[config.mk]
export PLATFORM = sky130hd
export DESIGN_NAME = pos_cell_access_ctrl
export DESIGN_NICKNAME = d
export VERILOG_FILES = /design/src/rtl/pos_ctrl_pkg.sv /design/src/rtl/pos_rd_tag_pipe.sv /design/src/rtl/pos_cell_access_ctrl.sv
export SDC_FILE = /design/constraint.sdc
export NUM_CORES = 1
export LEC_CHECK = 0
export CAP_MARGIN = 10
export CELL_PAD_IN_SITES_DETAIL_PLACEMENT = 0
export CELL_PAD_IN_SITES_GLOBAL_PLACEMENT = 1
export CORE_AREA = 2 2 165 167
export DETAILED_ROUTE_END_ITERATION = 8
export DIE_AREA = 0 0 167 169
export PLACE_DENSITY = 0.76
export SETUP_SLACK_MARGIN = 0.05
export SKIP_CTS_REPAIR_TIMING = 1
export SLEW_MARGIN = 20
export SYNTH_ARGS = -nofsm -noshare
export SYNTH_HDL_FRONTEND = slang
export SYNTH_HIERARCHICAL = 1
export SYNTH_SLANG_ARGS = --single-unit
export TNS_END_PERCENT = 50
[constraint.sdc]
create_clock -name clk -period 2.7 [get_ports clk]
set_clock_uncertainty 0.1 [all_clocks]
set_input_delay 0.54 -clock clk [delete_from_list [all_inputs] [get_ports clk]]
set_output_delay 0.54 -clock clk [all_outputs]
set_load 0.02 [all_outputs]
[src/rtl/pos_ctrl_pkg.sv]
// Shared types and constants for the cell position RAM access controller.
package pos_ctrl_pkg;

  // Width of the id carried in a read tag; bounds the addressable RAM depth.
  localparam int TAG_ID_W = 8;

  // RAM word that holds the particle count of the cell.
  localparam logic [TAG_ID_W-1:0] COUNT_ADDR = '0;

  typedef enum logic [2:0] {
    IDLE,
    RD_CNT,
    WAIT_CNT,
    STREAM,
    DRAIN,
    DONE
  } ctrl_state_t;

  // Travels alongside each read until its data returns from the RAM.
  typedef struct packed {
    logic                valid;
    logic                is_count;
    logic [TAG_ID_W-1:0] id;
  } rd_tag_t;

endpackage

[src/rtl/pos_rd_tag_pipe.sv]
// Read-tag delay line matching the RAM read latency, with an empty flag.
module pos_rd_tag_pipe
  import pos_ctrl_pkg::*;
#(
  parameter int RD_LATENCY = 2
) (
  input  logic    clk,
  input  logic    rst_n,
  input  rd_tag_t tag_in,
  output rd_tag_t tag_out,
  output logic    empty
);

  rd_tag_t stage [RD_LATENCY];

  // Shift tags one stage per cycle; reset discards reads still in flight.
  always_ff @(posedge clk or negedge rst_n) begin
    if (!rst_n) begin
      for (int i = 0; i < RD_LATENCY; i++) stage[i] <= '0;
    end else begin
      stage[0] <= tag_in;
      for (int i = 1; i < RD_LATENCY; i++) stage[i] <= stage[i-1];
    end
  end

  assign tag_out = stage[RD_LATENCY-1];

  // Pipe is empty when no stage holds an outstanding read.
  always_comb begin
    empty = 1'b1;
    for (int i = 0; i < RD_LATENCY; i++) begin
      if (stage[i].valid) empty = 1'b0;
    end
  end

endmodule

[src/rtl/pos_cell_access_ctrl.sv]
// Single-port cell position RAM sequencer: streams a cell's particles to the
// force side while arbitrating motion-update writes with bounded priority.
module pos_cell_access_ctrl
  import pos_ctrl_pkg::*;
#(
  parameter int DATA_WIDTH   = 96,
  parameter int ADDR_WIDTH   = 8,
  parameter int PARTICLE_NUM = 220,
  parameter int RD_LATENCY   = 2,
  parameter int STARVE_LIMIT = 4
) (
  input  logic                  clk,
  input  logic                  rst_n,
  input  logic                  rd_start,
  output logic                  rd_busy,
  output logic                  rd_done,
  output logic                  out_valid,
  output logic [DATA_WIDTH-1:0] out_data,
  output logic [ADDR_WIDTH-1:0] out_id,
  output logic                  out_last,
  input  logic                  wr_valid,
  input  logic [ADDR_WIDTH-1:0] wr_addr,
  input  logic [DATA_WIDTH-1:0] wr_data,
  output logic                  wr_ready,
  output logic [ADDR_WIDTH-1:0] mem_address,
  output logic [DATA_WIDTH-1:0] mem_data,
  output logic                  mem_rden,
  output logic                  mem_wren,
  input  logic [DATA_WIDTH-1:0] mem_q
);

  localparam int SW = $clog2(STARVE_LIMIT + 1);

  ctrl_state_t           state, state_nx;
  logic [ADDR_WIDTH-1:0] count, next_addr, rd_addr, cnt_clamped;
  logic [SW-1:0]         starve_cnt;
  logic                  rd_pending, wr_grant, wr_in_range, rd_issue;
  logic                  cnt_ret, data_ret, tag_empty;
  rd_tag_t               tag_in, tag_ret;

  pos_rd_tag_pipe #(.RD_LATENCY(RD_LATENCY)) u_tag_pipe (
    .clk     (clk),
    .rst_n   (rst_n),
    .tag_in  (tag_in),
    .tag_out (tag_ret),
    .empty   (tag_empty)
  );

  assign rd_pending  = (state == RD_CNT) || (state == STREAM);
  // Gated by rst_n so the port is quiet while reset is held.
  assign wr_ready    = rst_n & ~(rd_pending & (starve_cnt == SW'(STARVE_LIMIT)));
  assign wr_grant    = wr_valid & wr_ready;
  assign wr_in_range = 32'(wr_addr) < 32'(PARTICLE_NUM);
  // A granted write owns the port even when it is dropped as out of range.
  assign rd_issue    = rd_pending & ~wr_grant;
  assign rd_addr     = (state == RD_CNT) ? ADDR_WIDTH'(COUNT_ADDR) : next_addr;
  assign cnt_ret     = tag_ret.valid & tag_ret.is_count;
  assign data_ret    = tag_ret.valid & ~tag_ret.is_count;
  assign cnt_clamped = (32'(mem_q[ADDR_WIDTH-1:0]) > 32'(PARTICLE_NUM - 1))
                       ? ADDR_WIDTH'(PARTICLE_NUM - 1) : mem_q[ADDR_WIDTH-1:0];
  assign rd_busy     = (state != IDLE);
  assign rd_done     = (state == DONE);

  // Next-state, RAM port mux and read-tag generation.
  always_comb begin
    state_nx    = state;
    mem_address = '0;
    mem_data    = '0;
    mem_rden    = 1'b0;
    mem_wren    = 1'b0;
    tag_in      = '0;
    case (state)
      IDLE:     if (rd_start) state_nx = RD_CNT;
      RD_CNT:   if (rd_issue) state_nx = WAIT_CNT;
      WAIT_CNT: if (cnt_ret) state_nx = (cnt_clamped == '0) ? DONE : STREAM;
      STREAM:   if (rd_issue && (next_addr == count)) state_nx = DRAIN;
      DRAIN:    if (tag_empty) state_nx = DONE;
      DONE:     state_nx = IDLE;
      default:  state_nx = IDLE;
    endcase
    if (wr_grant && wr_in_range) begin
      mem_wren    = 1'b1;
      mem_address = wr_addr;
      mem_data    = wr_data;
    end else if (rd_issue) begin
      mem_rden    = 1'b1;
      mem_address = rd_addr;
    end
    if (rd_issue) begin
      tag_in.valid    = 1'b1;
      tag_in.is_count = (state == RD_CNT);
      tag_in.id       = TAG_ID_W'(rd_addr);
    end
  end

  // State, latched count, read address and write-starvation counter.
  always_ff @(posedge clk or negedge rst_n) begin
    if (!rst_n) begin
      state      <= IDLE;
      count      <= '0;
      next_addr  <= '0;
      starve_cnt <= '0;
    end else begin
      state <= state_nx;
      if (state == WAIT_CNT && cnt_ret) begin
        count     <= cnt_clamped;
        next_addr <= ADDR_WIDTH'(1);
      end else if (state == STREAM && rd_issue) begin
        next_addr <= next_addr + ADDR_WIDTH'(1);
      end
      if (rd_pending && wr_grant) starve_cnt <= starve_cnt + SW'(1);
      else                        starve_cnt <= '0;
    end
  end

  // Register returning particle data; data/id hold when no new word arrives.
  always_ff @(posedge clk or negedge rst_n) begin
    if (!rst_n) begin
      out_valid <= 1'b0;
      out_data  <= '0;
      out_id    <= '0;
      out_last  <= 1'b0;
    end else if (data_ret) begin
      out_valid <= 1'b1;
      out_data  <= mem_q;
      out_id    <= ADDR_WIDTH'(tag_ret.id);
      out_last  <= (ADDR_WIDTH'(tag_ret.id) == count);
    end else begin
      out_valid <= 1'b0;
      out_last  <= 1'b0;
    end
  end

endmodule

# Word-level counts from Yosys, hierarchy flattened

Cells that the tools add are included.

Register bits: 148
Bits of input ports: 204
Logic and storage cells: 74

Add/subtract/negate cells: 2
$lt $le $gt $ge: 2
Eq/ne operators: 13
Multiplexer cells: 23
Bitwise operators: 9
Reduce and logical (&&, ||, !) cells: 11

Operators with widths:

| cell                                                                    | count |
|---|---|
| 96-bit 2-to-1 mux                                                       | 1 |
| 8-bit 2-to-1 mux                                                        | 6 |
| 3-bit 2-to-1 mux                                                        | 7 |
| 8-bit == test                                                           | 2 |
| 3-bit case mux with 5 select lines                                      | 1 |
| 10-bit 2-to-1 mux                                                       | 1 |
| 3-bit == test, second input constant                                    | 3 |
| 8-bit by 1-bit adder with 8-bit output, second input constant           | 1 |
| 8-bit greater-than comparator, second input constant                    | 1 |
| 8-bit logical NOT                                                       | 1 |
| 8-bit < comparator, second input constant                               | 1 |
| 2-bit inequality test, second input constant                            | 4 |
| 1-bit 2-to-1 mux                                                        | 7 |
| 1-bit AND                                                               | 6 |
| 3-bit by 2-bit == test with 1-bit output, second input constant         | 2 |
| 1-bit logical AND                                                       | 5 |
| 5-bit AND reduction                                                     | 1 |
| 3-bit by 1-bit adder with 3-bit output, second input constant           | 1 |
| 3-bit by 1-bit == test with 1-bit output, second input constant         | 1 |
| 3-bit logical NOT                                                       | 1 |
| 1-bit inverter                                                          | 3 |
| 3-bit nonzero test                                                      | 1 |
| 2-bit by 1-bit inequality test with 1-bit output, second input constant | 1 |
| 2-bit nonzero test                                                      | 1 |
| 1-bit logical OR                                                        | 1 |

# Longest topological paths before layout

Depth after elaboration: 11
Mapped depth: 8

# Cells and area by module

The synthesis kept the hierarchy.

Modules (own cells, without submodules):

| module               | times used | cells an instance | area an instance (sq um) | seq. area each (sq um) |
|---|---|---|---|---|
| pos_cell_access_ctrl | 1          | 494               | 6,062.1                  | 3,203.1 |
| pos_rd_tag_pipe      | 1          | 31                | 579.3                    | 500.5 |

# Least setup slack after synthesis

OpenSTA, ideal clock, no wires.

Path kind: reg-to-output
From: register starve_cnt[0]
To: output mem_data[86]
Arrival: 1,671 ps
Data required time: 2,060 ps
Path slack: 389 ps
Cell stages (with the launch flop): 8
Path buffers: 1
Cells stage by stage: dfrtp_1 inv_1 ha_1 nand2_2 o21bai_2 a31oi_4 clkbuf_1 and2_1

Cells in the longest elaborated chain, start to end: 7

Ends and longest elaborated chain:

| what                     | RTL line                    | text |
|---|---|---|
| start: declaration       | pos_cell_access_ctrl.sv:36  | `logic [SW-1:0] starve_cnt;` |
| start signal: assignment | pos_cell_access_ctrl.sv:111 | `if (rd_pending && wr_grant) starve_cnt <= starve_cnt + SW'(1);` |
| 3-bit == test            | pos_cell_access_ctrl.sv:51  | `assign wr_ready = rst_n & ~(rd_pending & (starve_cnt == SW'(STARVE_LIMIT)));` |
| 1-bit AND                | pos_cell_access_ctrl.sv:51  |  |
| 1-bit inverter           | pos_cell_access_ctrl.sv:51  |  |
| 1-bit AND                | pos_cell_access_ctrl.sv:51  |  |
| 1-bit AND                | pos_cell_access_ctrl.sv:52  | `assign wr_grant = wr_valid & wr_ready;` |
| 1-bit logical AND        | pos_cell_access_ctrl.sv:81  | `if (wr_grant && wr_in_range) begin` |
| 96-bit 2-to-1 mux        | pos_cell_access_ctrl.sv:81  |  |
| end: declaration         | pos_cell_access_ctrl.sv:26  | `output logic [DATA_WIDTH-1:0] mem_data,` |

No other way between the ends.

# Worst setup path in the final report

From: input wr_addr[2]
To: output mem_data[37]

Cells in the longest elaborated chain, start to end: 3

Ends and longest elaborated chain:

| what               | RTL line                   | text |
|---|---|---|
| start: declaration | pos_cell_access_ctrl.sv:22 | `input logic [ADDR_WIDTH-1:0] wr_addr,` |
| 8-bit < comparator | pos_cell_access_ctrl.sv:53 | `assign wr_in_range = 32'(wr_addr) < 32'(PARTICLE_NUM);` |
| 1-bit logical AND  | pos_cell_access_ctrl.sv:81 |  |
| 96-bit 2-to-1 mux  | pos_cell_access_ctrl.sv:81 |  |

No other way between the ends.

==> flow_summary.yaml <==
setup_path:
  cp.required_ps: 2060
  rrSetupSlack_ps: 720
  path_max_fanout: 14
  critPathArrivalTime_ps: 2100
  r2r-end: "state[0]"
  reg2reg_from: "starve_cnt[1]"
  critPathKind: "in -> out"
  r2r_cells: 8
  cp-start-kind: "input pin"
  setup.worst_path.end_class: "primary output"
layout:
  nets: 1168
  final_cells: 1317
  drive_gt1_frac: 0.307
  syn_to_final_growth_pct: 78.5
floorplan:
  die_h_um: 169
  rows: 60
  die_w_um: 167
  dieArea_um2: 28200
  core_area_um2: 26500
  initial_core_util: 0.251
  ioPinCount: 419
route:
  vias_per_cell: 4.30
  drtAntennaViolNets: 0
  vias: 5658
  wire_per_inst_um: 19.2
  drc: 0
  drt_iter0_drc: 310
  firstDrtPassIters: 4
  drt_wl_total_mm: 25.3
synth:
  synthAdderAreaFrac: 0.00565
  yosys-mux-area-fraction: 0.180
  ys_warn_count: 6
  synth_compound_area_frac: 0.0431
  ys_seq_area_frac: 0.558
  syn_inst: 525
  synthArstFlopShare: 1.00
  synth.net_count: 732
  avgSynthCellArea_um2: 12.7
  synth_top_family_by_area: "multiplexers"
  synthFlopType: "dfrtp_1"
  synth.distinct_cells: 44
  synthSimpleGateAreaFrac: 0.145
  syn-cell-area_um2: 6640
  synth_edf_count: 0
  ys_seq_elements: 148
  synth_xor_area_frac: 0.0303
cts:
  htree_levels: 4
  cts_root_buf: "clkbuf_16"
  cts_buffers: 17
  clkTransAtPathRegs_ps: 60
  cts_sinks: 148
  clockBufferDepth: 2
  clkLatencyLatePin_ps: 410
  tritoncts: "built"
timing:
  hold_violations: 0
  fin_crit_ps: 2740
  setup_slack_ps: -43.0
  rsz0062_at_grt: "yes"
  max-slew-margin-rel: 0.355
  setup_viol: 28
  hold_ws_ps: 157
  fmax_mhz: 365
  worst_pin_slew_ps: 968
  final_max_slew_viol_count: 0
  min_period_over_period: 1.02
  tns_ps: -379
global_route:
  grt_use_total: 0.171
  gr-total-overflow: 0
  grt_pass1_wl_mm: 36.4
  grt_pass1_vias: 5801
  antenna_found_initial: 2
  grt_max_degree: 107
placement:
  dp_hpwl_mm: 19.0
  dp_cells: 1269
  gp_congestion: 0.873
  io_buffer_count: 418
outcome:
  status: "finished, violations left"
  violations: "negative setup slack"
power_and_ir_drop:
  leakage_nw: 5.37
  p_per_area_nw_per_um2: 977
  vdd_drop_max_v: 0.000676
min_path:
  min_path_type: "in -> async"
job:
  maxCapViolCount: 0
worst max-delay path by stage:
stage                  start             end  slack, ps  cells past startpoint
3_5_place_dp        wr_valid  mem_address[3]       -550                      7
2_1_floorplan  starve_cnt[0]    mem_data[86]        390                      7
4_1_cts             wr_valid  mem_address[3]       -560                      7
6_report          wr_addr[2]    mem_data[37]        -40                      7
3_3_place_gp        wr_valid  mem_address[3]       -540                      7
5_1_grt        starve_cnt[1]    mem_data[27]       -110                      9
stage by stage:
step / utilization / total power [mW] / setup WS [ps] / area (um^2)
floorplan: - / 6.64 / 389 / 6640
global placement: 0.425 / 9.18 / -541 / 11300
detailed placement: 0.425 / 9.26 / -547 / 11300
CTS: 0.448 / 11.7 / -559 / 11900
global route: 0.447 / 12.2 / -105 / 11900
finish: 0.447 / 11.6 / -43.0 / 11900
report_power, final:
group / switching (mW) / total (mW) / internal (mW)
clock network: 1.02 / 2.43 / 1.42
logic: 2.52 / 5.50 / 2.98
registers: 0.523 / 3.66 / 3.13
total: 4.06 / 11.6 / 7.53
cells in the mapped netlist, drive strengths merged, types with 4 or more instances:
| master | number | share of area |
|---|---|---|
| a21o | 7 | 0.0079 |
| a21oi | 7 | 0.0053 |
| a31oi | 4 | 0.0060 |
| and2 | 104 | 0.098 |
| and3 | 5 | 0.0047 |
| buf | 33 | 0.031 |
| clkbuf | 6 | 0.0034 |
| dfrtp | 148 | 0.56 |
| inv | 6 | 0.0034 |
| mux2 | 106 | 0.18 |
| nand2 | 11 | 0.0066 |
| nand4 | 5 | 0.0057 |
| nor2 | 25 | 0.015 |
| nor4 | 5 | 0.0066 |
| o21ai | 5 | 0.0038 |
| xnor2 | 6 | 0.0079 |
| xor2 | 17 | 0.022 |
placed cells by master (no fill, tap or decap), types with 2 or more instances in the layout:
cell type	Yosys	layout
a21oi_1	7	7
nor4_2	2	2
mux2_2	106	106
xor2_1	17	17
and3_1	5	5
ha_1	3	2
clkdlybuf4s50_1	0	307
a21o_1	7	7
dfrtp_1	148	148
and2_4	0	8
and2_1	104	96
dlymetal6s2s_1	0	10
o22ai_1	3	3
nand2_1	10	10
buf_2	19	10
buf_12	0	6
o21ai_0	4	4
nor2_1	24	24
clkbuf_2	0	12
a31oi_1	3	3
clkbuf_16	0	20
nand4_1	4	4
nor4_1	3	3
buf_4	12	92
inv_1	6	4
nor3_1	3	3
clkinvlp_4	0	2
bufinv_16	0	2
clkinv_4	0	4
clkbuf_4	0	3
diode_2	0	2
inv_2	0	2
buf_6	2	12
xnor2_1	6	6
inv_6	0	5
per-layer routing:
metal / wire (um) / vias to the layer above / GRT usage
li1: - / 2640 / -
met1: 9670 / 2739 / 0.192
met2: 13300 / 273 / 0.308
met3: 2250 / 6 / 0.0638
met4: 148 / 0 / 0.0427
met5: 0 / - / 0
cell families (layout without fill, tap and decap cells):
family | count (synthesis) | in the layout
flops | 148 | 148
simple gates | 164 | 164
fa+ha+maj | 3 | 3
buf+inv | 45 | 494
compound gates | 36 | 36
xor+xnor | 23 | 23
other cells | 0 | 2
mux | 106 | 106
state kept, by name (all words and copies together), names as in the netlist:
register            flops
out_data               96
u_tag_pipe/stage       10
u_tag_pipe/tag_out     10
count                   8
next_addr               8
out_id                  8
starve_cnt              3
state                   3
out_last                1
out_valid               1
worst max-delay path, cell delays in order:
cell and delay [ps]:
clkdlybuf4s50_1 440, a31o_2 280, a31oi_4 190, buf_6 150, clkbuf_16 150, and2_1 120, dlymetal6s2s_1 230
area by class of cell:
type | count | area, um^2
diodes | 2 | 5.00
inverters | 6 | 22.5
clock buffers | 18 | 439
well taps | 341 | 427
repair buffers | 456 | 4360
flip-flops and latches | 148 | 3700
multi-input cells | 332 | 2730
clock inverters | 14 | 165
fillers | 2485 | 14600
No activity file was read; power rests on OpenSTA's default activity.
